## src/rtl/if_stage_if.sv

```systemverilog
// Instruction-memory bus between the fetch stage and instruction memory.
// One request in flight at most; the response is a one-cycle valid strobe.
interface if_stage_if;
    logic [15:0] imem_addr;
    logic        imem_req;
    logic [15:0] imem_rdata;
    logic        imem_valid;

    modport master (
        output imem_addr,
        output imem_req,
        input  imem_rdata,
        input  imem_valid
    );

    modport slave (
        input  imem_addr,
        input  imem_req,
        output imem_rdata,
        output imem_valid
    );
endinterface

```

## src/rtl/if_stage.sv

```systemverilog
// Instruction-fetch stage: owns the PC, issues single outstanding imem reads and
// feeds IF/ID, honouring stalls, downstream redirects and HLT.
//
// state | meaning
// FETCH | request issued for pc this cycle
// WAIT  | request outstanding, waiting for imem_valid
// HOLD  | instruction parked in hold_instr while stalled
// DROP  | redirected with a response still outstanding; discard it
// HALT  | HLT delivered; fetch stopped until a redirect
module if_stage #(
    parameter logic [15:0] RESET_PC   = 16'h0000,
    parameter logic [3:0]  HLT_OPCODE = 4'hF
) (
    input  logic            clk,
    input  logic            rst,
    if_stage_if.master      imem,
    input  logic            stall,
    input  logic            redirect,
    input  logic [15:0]     redirect_pc,
    output logic [15:0]     pc_plus2,
    output logic [15:0]     if_instr,
    output logic            if_inval,
    output logic            ifid_wen,
    output logic            halted
);

    typedef enum logic [2:0] {
        S_FETCH = 3'd0,
        S_WAIT  = 3'd1,
        S_HOLD  = 3'd2,
        S_DROP  = 3'd3,
        S_HALT  = 3'd4
    } state_t;

    state_t      state_q, state_d;
    logic [15:0] pc_q, pc_d;
    logic [15:0] hold_instr_q, hold_instr_d;

    logic        avail;
    logic [15:0] src_instr;
    logic        req_int;

    always_ff @(posedge clk) begin
        if (rst) begin
            state_q      <= S_FETCH;
            pc_q         <= RESET_PC;
            hold_instr_q <= 16'h0000;
        end else begin
            state_q      <= state_d;
            pc_q         <= pc_d;
            hold_instr_q <= hold_instr_d;
        end
    end

    // Source of the instruction that could be delivered this cycle.
    always_comb begin
        avail     = 1'b0;
        src_instr = 16'h0000;
        case (state_q)
            S_WAIT: begin
                avail     = imem.imem_valid;
                src_instr = imem.imem_rdata;
            end
            S_HOLD: begin
                avail     = 1'b1;
                src_instr = hold_instr_q;
            end
            default: begin
                avail     = 1'b0;
                src_instr = 16'h0000;
            end
        endcase
    end

    always_comb begin
        state_d      = state_q;
        pc_d         = pc_q;
        hold_instr_d = hold_instr_q;
        req_int      = 1'b0;
        if_instr     = 16'h0000;
        if_inval     = 1'b1;

        case (state_q)
            S_FETCH: begin
                req_int = 1'b1;
                if (redirect) begin
                    pc_d    = redirect_pc;
                    state_d = S_DROP;
                end else begin
                    state_d = S_WAIT;
                end
            end
            S_WAIT, S_HOLD: begin
                if (redirect) begin
                    pc_d = redirect_pc;
                    // Only a WAIT without its response still has one in flight.
                    if (state_q == S_WAIT && !imem.imem_valid)
                        state_d = S_DROP;
                    else
                        state_d = S_FETCH;
                end else if (avail) begin
                    if (!stall) begin
                        if_instr = src_instr;
                        if_inval = 1'b0;
                        if (src_instr[15:12] == HLT_OPCODE) begin
                            state_d = S_HALT;
                        end else begin
                            pc_d    = pc_q + 16'd2;
                            state_d = S_FETCH;
                        end
                    end else if (state_q == S_WAIT) begin
                        hold_instr_d = imem.imem_rdata;
                        state_d      = S_HOLD;
                    end
                end
            end
            S_DROP: begin
                if (redirect)
                    pc_d = redirect_pc;
                // A redirect here must not strand us waiting for a second response.
                if (imem.imem_valid)
                    state_d = S_FETCH;
            end
            S_HALT: begin
                if (redirect) begin
                    pc_d    = redirect_pc;
                    state_d = S_FETCH;
                end
            end
            default: begin
                state_d = S_FETCH;
            end
        endcase

        if (rst) begin
            req_int  = 1'b0;
            if_inval = 1'b1;
            if_instr = 16'h0000;
        end
    end

    assign imem.imem_addr = pc_q;
    assign imem.imem_req  = req_int;
    assign pc_plus2       = pc_q + 16'd2;
    assign ifid_wen       = rst | redirect | ~stall;
    assign halted         = ~rst & (state_q == S_HALT);

endmodule
```

## src/flat_wrapper.sv

```systemverilog
// flat-port wrapper written by rule: the top's interface ports become plain ports
module if_stage_flat 
#(
    parameter logic [15:0] RESET_PC   = 16'h0000,
    parameter logic [3:0]  HLT_OPCODE = 4'hF
)
  (clk, rst, stall, redirect, redirect_pc, pc_plus2, if_instr, if_inval, ifid_wen, halted, imem_imem_addr, imem_imem_req, imem_imem_rdata, imem_imem_valid);
  if_stage_if imem_i ();
  input  logic clk;
  input  logic rst;
  input  logic stall;
  input  logic redirect;
  input  logic [15:0] redirect_pc;
  output logic [15:0] pc_plus2;
  output logic [15:0] if_instr;
  output logic if_inval;
  output logic ifid_wen;
  output logic halted;
  output wire logic [$bits(imem_i.imem_addr)-1:0] imem_imem_addr;
  output wire logic [$bits(imem_i.imem_req)-1:0] imem_imem_req;
  input wire logic [$bits(imem_i.imem_rdata)-1:0] imem_imem_rdata;
  input wire logic [$bits(imem_i.imem_valid)-1:0] imem_imem_valid;
  assign imem_imem_addr = imem_i.imem_addr;
  assign imem_imem_req = imem_i.imem_req;
  assign imem_i.imem_rdata = imem_imem_rdata;
  assign imem_i.imem_valid = imem_imem_valid;
  if_stage #(.RESET_PC(RESET_PC), .HLT_OPCODE(HLT_OPCODE)) u_core (.clk(clk), .rst(rst), .imem(imem_i), .stall(stall), .redirect(redirect), .redirect_pc(redirect_pc), .pc_plus2(pc_plus2), .if_instr(if_instr), .if_inval(if_inval), .ifid_wen(ifid_wen), .halted(halted));
endmodule
```

## config.mk

```make
export PLATFORM = sky130hd
export DESIGN_NAME = if_stage_flat
export DESIGN_NICKNAME = d
export VERILOG_FILES = /design/src/rtl/if_stage_if.sv /design/src/rtl/if_stage.sv /design/src/flat_wrapper.sv
export SDC_FILE = /design/constraint.sdc
export NUM_CORES = 1
export LEC_CHECK = 0
export ABC_AREA = 1
export BUFFER_PORTS_ARGS = -buffer_cell sky130_fd_sc_hd__buf_2
export CORE_ASPECT_RATIO = 0.7
export CORE_MARGIN = 2
export CORE_UTILIZATION = 45
export CTS_CLUSTER_DIAMETER = 30
export DETAILED_ROUTE_END_ITERATION = 16
export PLACE_DENSITY = 0.86
export SYNTH_ARGS = -nofsm -noshare
export SYNTH_HDL_FRONTEND = slang
export SYNTH_SLANG_ARGS = --single-unit
```

## constraint.sdc

```tcl
create_clock -name clk -period 2.5 [get_ports clk]
set_input_delay 0.5 -clock clk [delete_from_list [all_inputs] [get_ports clk]]
set_output_delay 0.5 -clock clk [all_outputs]
set_load 0.01 [all_outputs]
```

# Word-level counts from Yosys, hierarchy flattened

Index checks and enable logic that the tools add are counted.

Memory bits (read-only): 0
Bits of input ports: 37
Memories kept: 0
Bits in latches: 0
Bits in registers: 35
Output and inout bits: 52
Memory bits (writable): 0

Divide/modulo/power cells: 0
$mul: 0
Reductions and logical operators: 9
Muxes and demuxes: 30
Add/sub/neg operators: 1
Equality and inequality tests: 12
Shifts and indexed selects: 0
Magnitude comparators: 0
Bitwise operators: 6

Operators by type and width:

| kind                                           | count |
|---|---|
| 2-to-1 mux 16 bit                              | 10 |
| case mux 16 bit (2 select lines)               | 2 |
| 2-to-1 mux 3 bit                               | 7 |
| adder 16 x 2 -> 16 bit (second input constant) | 1 |
| case mux 3 bit (4 select lines)                | 1 |
| AND reduction 5 bit                            | 2 |
| 2-to-1 mux 1 bit                               | 7 |
| == test 3 x 2 -> 1 bit (second input constant) | 2 |
| != test 3 bit (second input constant)          | 2 |
| == test 4 bit (second input constant)          | 1 |
| 2-to-1 mux 2 bit                               | 2 |
| != test 2 bit (second input constant)          | 2 |
| != test 4 x 3 -> 1 bit (second input constant) | 1 |
| AND reduction 4 bit                            | 1 |
| == test 3 x 1 -> 1 bit (second input constant) | 1 |
| == test 3 bit (second input constant)          | 1 |
| logical NOT 3 bit                              | 1 |
| != test 3 x 2 -> 1 bit (second input constant) | 1 |
| inverter 1 bit                                 | 3 |
| OR reduction 3 bit                             | 1 |
| != test 2 x 1 -> 1 bit (second input constant) | 1 |
| bitwise OR 1 bit                               | 2 |
| case mux 1 bit (2 select lines)                | 1 |
| nonzero test 2 bit                             | 1 |
| other kinds (4)                                | 4 |

# Longest topological paths before layout

Depth after elaboration: 8
Mapped depth: 11
Depth with buffers taken out: 11

# Worst setup path before layout

No wires, ideal clock.

Path type: reg2out
Start: register u_core.state_q[1]
End: output port if_instr[10]
Data required time: 2.000 ns
Slack: 0.592 ns
Arrival: 1.408 ns
Cell stages (with the launch flop): 8
Cells stage by stage: dfxtp_1 buf_4 inv_4 nand3_2 o21ai_0 nand4_1 buf_2 a21oi_1

Word-level cells in the longest chain between the ends: 7
Elaborated cells between the ends (all ways): 10
Those cells by class: eq/ne: 2; mux: 7; reduce/logical: 1

RTL lines:

| element                                                          | line                           | source |
|---|---|---|
| start, declared                                                  | if_stage.sv:35                 | `state_t state_q, state_d;` |
| start signal, assigned                                           | if_stage.sv:49                 | `state_q <= state_d;` |
| == test 3 x 2 -> 1 bit or == test 3 x 1 -> 1 bit (tied branches) | if_stage.sv:59, if_stage.sv:83 |  |
| case mux 16 bit (2 select lines)                                 | if_stage.sv:59                 | `case (state_q)` |
| 2-to-1 mux 16 bit                                                | if_stage.sv:102                | `if (!stall) begin` |
| 2-to-1 mux 16 bit                                                | if_stage.sv:101                | `end else if (avail) begin` |
| 2-to-1 mux 16 bit                                                | if_stage.sv:94                 | `if (redirect) begin` |
| 2-to-1 mux 16 bit (*)                                            | if_stage.sv:83                 | `case (state_q)` |
| 2-to-1 mux 16 bit (*)                                            | if_stage.sv:135                | `if (rst) begin` |
| end, declared                                                    | flat_wrapper.sv:15             | `output logic [15:0] if_instr;` |

Mark *: on every way between the ends. The rest lies on a longest branch, timed or not.

# Final worst setup path

Start: register u_core.pc_q[1], in the netlist u_core.imem.imem_addr[1]
End: output port pc_plus2[11]

Word-level cells in the longest chain between the ends: 1

RTL lines:

| element                | line               | source |
|---|---|---|
| start, declared        | if_stage.sv:36     | `logic [15:0] pc_q, pc_d;` |
| start signal, assigned | if_stage.sv:50     | `pc_q <= pc_d;` |
| adder 16 x 2 -> 16 bit | if_stage.sv:144    | `assign pc_plus2 = pc_q + 16'd2;` |
| end, declared          | flat_wrapper.sv:14 | `output logic [15:0] pc_plus2;` |

Every way passes these cells.

==> key figures <==
Outcome
  – Status: finished, final reports clean

Logic synthesis
  – Adder-cell area share of the yosys netlist: 0.533%
  – Post-synthesis sequential area ratio: between 20% and 30%
  – Netlist Area Pre-Place: 2350 sq um
  – Syn_area_per_cell: 6.04 sq um
  – Post-Synth XOR/XNOR Area: 1.49%
  – Post-synthesis compound-gate area fraction: 14.6%
  – Synth Register Bits: 35
  – Simple-gate portion of the synthesized area: 40.8%
  – Largest family of logic cells by synthesized area: simple AND/OR/NAND/NOR gates
  – Post-synthesis mux area share: 0%
  – Synth Instances: a little under 400
  – Post-synthesis net count: 427
  – Yosys warning count: 0
  – Synth cell types: 28

Setup path
  – Cell mode on critical path: nand2_1
  – Crit end category: output port
  – CP Data Arrival Time: 1.83 ns
  – Slowest stage cell, crit path: dfxtp_1
  – Max incr delay on CP: about 0.40 ns
  – CP max FO: 6
  – Worst setup path category: flop to output port
  – Reg2Reg Setup Slack: 0.51 ns
  – Worst EP required: 2.00 ns
  – CP Launch Type: flop
  – Worst path cell trace: ha_1 > nand2_1 > nor2_2 > nand2_1 > nor2_2 > nand2_1 > and2_1 > buf_2

Placement
  – DP Area: 2810 sq um
  – GPL Wtd Cong: ~0.94
  – IO buf count: 88
  – HPWL Detailed: just under 5000 microns
  – Placed cells: 535

Timing
  – Final Cycle Share: 93.0%
  – Hold Worst Slack: 0.446 ns
  – Max Transition Viols Final: 0
  – Clock Skews: just over 0.005 ns
  – Worst-Margin Slew: between 0.4 and 0.5 ns
  – Final Hold Fails: 0
  – Final setup viols: 0
  – Relative slew slack: about 70%
  – Min Tclk post-route: between 2 and 2.5 ns
  – Maximum clock rate: 430 MHz

Finish
  – Most common cell after layout, fill and taps aside: nand2_1
  – Final nets: 512
  – ANT cells: 0
  – Fillers: 491
  – Post-Layout Cell Count: 544
  – Layout cells sized above 1: 25.7%
  – Layout area overhead: 24.5%
  – Commonest non-fill, non-tap cells in the layout: 113 x nand2_1, 88 x buf_2, 47 x nor2_1
  – Fin util: 59.5%
  – Final Instance Area: 2920 sq um

Floorplanning
  – FP Rows: 21
  – DIE AREA: 5820 sq um
  – Core ar.: 4910 sq um
  – Initial core utilization: 47.8%
  – Die Y: 64.4 microns
  – Die width: roughly 90 microns
  – I/O Pins: 89

Clock tree
  – Clock Path Buffers: 2
  – TritonCTS clock tree: done
  – H-Tree Depth: 2
  – CTS Buf Count: 5
  – CTS root buffer: clkbuf_8
  – Clock sinks: 35
  – Clk_lat worst skew: 0.28 ns
  – Reg clk slew, reported paths: 0.07 ns

Pwr
  – Leak pwr: 1.48 nW
  – Register share of total power: roughly 37%
  – Part of the power in the clock network: approximately 22%
  – Net Sw Power: 817 uW
  – Int Power: 1.19 mW
  – Comb pwr share: 40.7%
  – Pwr Total: 2.01 mW
  – Max VDD drop: about 0.28 mV
  – Pwr dens: 688 nW/um^2
  – Sw frac: a little over 40%

Drt
  – DRC errors left: 0
  – Antenna viol nets, final: 0
  – Routed WL per cell: approximately 12 microns
  – Vias per cell: 5.08
  – Drt first pass iters: 4
  – Vias: 2765
  – Total Wirelength: about 6500 microns
  – Starting DRT DRC Count: roughly 220

Global routing
  – GRT Util Overall: 22.5%
  – Global-route wire length before repair: 10900 microns
  – Total grt overflow: 0
  – Initial antenna violation count: 0
  – Largest net degree at the start of global routing: 35
  – Vias in the first global route: 2414

Worst hold path
  – Worst Hold Class: flop to flop

Job
  – Number of max-cap violations: 0
==> critical path, delay by kind of cell (launching register included) <==
family        cells  cell delay (ns)
fa+ha+maj         1             0.20
buf+inv           1             0.13
flops             1             0.40
simple gates      6             0.82
==> flip-flops by register name, indices dropped and copies added, names as in the netlist <==
register / count
u_core.imem.imem_addr: 16
u_core.hold_instr_q: 16
u_core.state_q: 3
==> cell type report <==
class | instances | area, sq um | area share, %
inverters | 49 | 191 | 6.55
clock buffers | 8 | 100 | 3.42
multi-input cells | 288 | 1350 | 46.3
well taps | 69 | 86.3 | 2.95
flip-flops and latches | 35 | 701 | 24.0
repair buffers | 95 | 493 | 16.9
==> logic make-up (layout without fill, tap and decap cells) <==
family / Yosys count / after routing
adder cells (fa/ha/maj): 1 / 1
XOR/XNOR: 4 / 4
AND/OR/NAND/NOR: 217 / 217
flip-flops: 35 / 35
AO/OA/AOI/OAI: 66 / 66
buffers and inverters: 66 / 152
==> routing by layer <==
layer | up-vias | global-route usage [%] | wire, microns
met3 | 8 | 5.70 | 530
li1 | 1412 | - | -
met2 | 109 | 35.4 | 2880
met4 | 0 | 4.62 | 53
met5 | - | 0 | 0
met1 | 1236 | 31.4 | 3030
==> cell usage after synthesis <==
cell	instances	area share, %
nand2_1	113	18
nor2_2	2	0.53
nand2_2	2	0.53
nand3b_1	7	2.2
o21ai_0	25	5.3
a21oi_1	36	7.7
nor3_1	4	0.85
inv_4	3	0.80
ha_1	1	0.53
nor2_4	1	0.48
clkbuf_1	6	0.96
clkinv_1	2	0.32
nand3_2	4	1.7
xor2_1	4	1.5
a21boi_1	1	0.32
buf_6	3	1.4
o211ai_1	1	0.32
nand2_4	1	0.48
inv_2	5	0.80
nand4_1	14	3.7
inv_1	39	6.2
nand3_1	19	4.0
dfxtp_1	35	30
buf_4	5	1.6
buf_2	3	0.64
a21boi_0	3	0.96
and2_1	1	0.27
nor2_1	49	7.8
==> through the flow <==
stage          setup WS [ns]  TNS [ns]
5_1_grt              -0.0122   -0.0122
2_1_floorplan          0.592         0
6_report               0.175         0
3_3_place_gp           0.473         0
4_1_cts               0.0650         0
3_5_place_dp           0.379         0
==> power by group through the flow <==
| stage | combinational, mW | clock, mW | sequential [mW] |
|---|---|---|---|
| 2_1_floorplan | 0.560 | 0 | 0.747 |
| 3_3_place_gp | 0.798 | 0 | 0.750 |
| 3_5_place_dp | 0.808 | 0 | 0.753 |
| 4_1_cts | 0.813 | 0.462 | 0.741 |
| 5_1_grt | 0.926 | 0.489 | 0.755 |
| 6_report | 0.820 | 0.449 | 0.744 |
==> worst paths after layout <==
path	from	to	cells past startpoint
setup / recovery	u_core.imem.imem_addr[1]	pc_plus2[11]	8
hold / removal	u_core.hold_instr_q[10]	u_core.hold_instr_q[10]	2
setup reg to reg	u_core.state_q[1]	u_core.imem.imem_addr[2]	10
hold reg to reg	u_core.hold_instr_q[10]	u_core.hold_instr_q[10]	2
==> what timing repair did <==
action	CTS	global route
hold buffers	0	0
setup buffers	0	1
gates resized for setup	0	2
setup endpoints to repair	0	16
(Power assumes the default switching activity.)
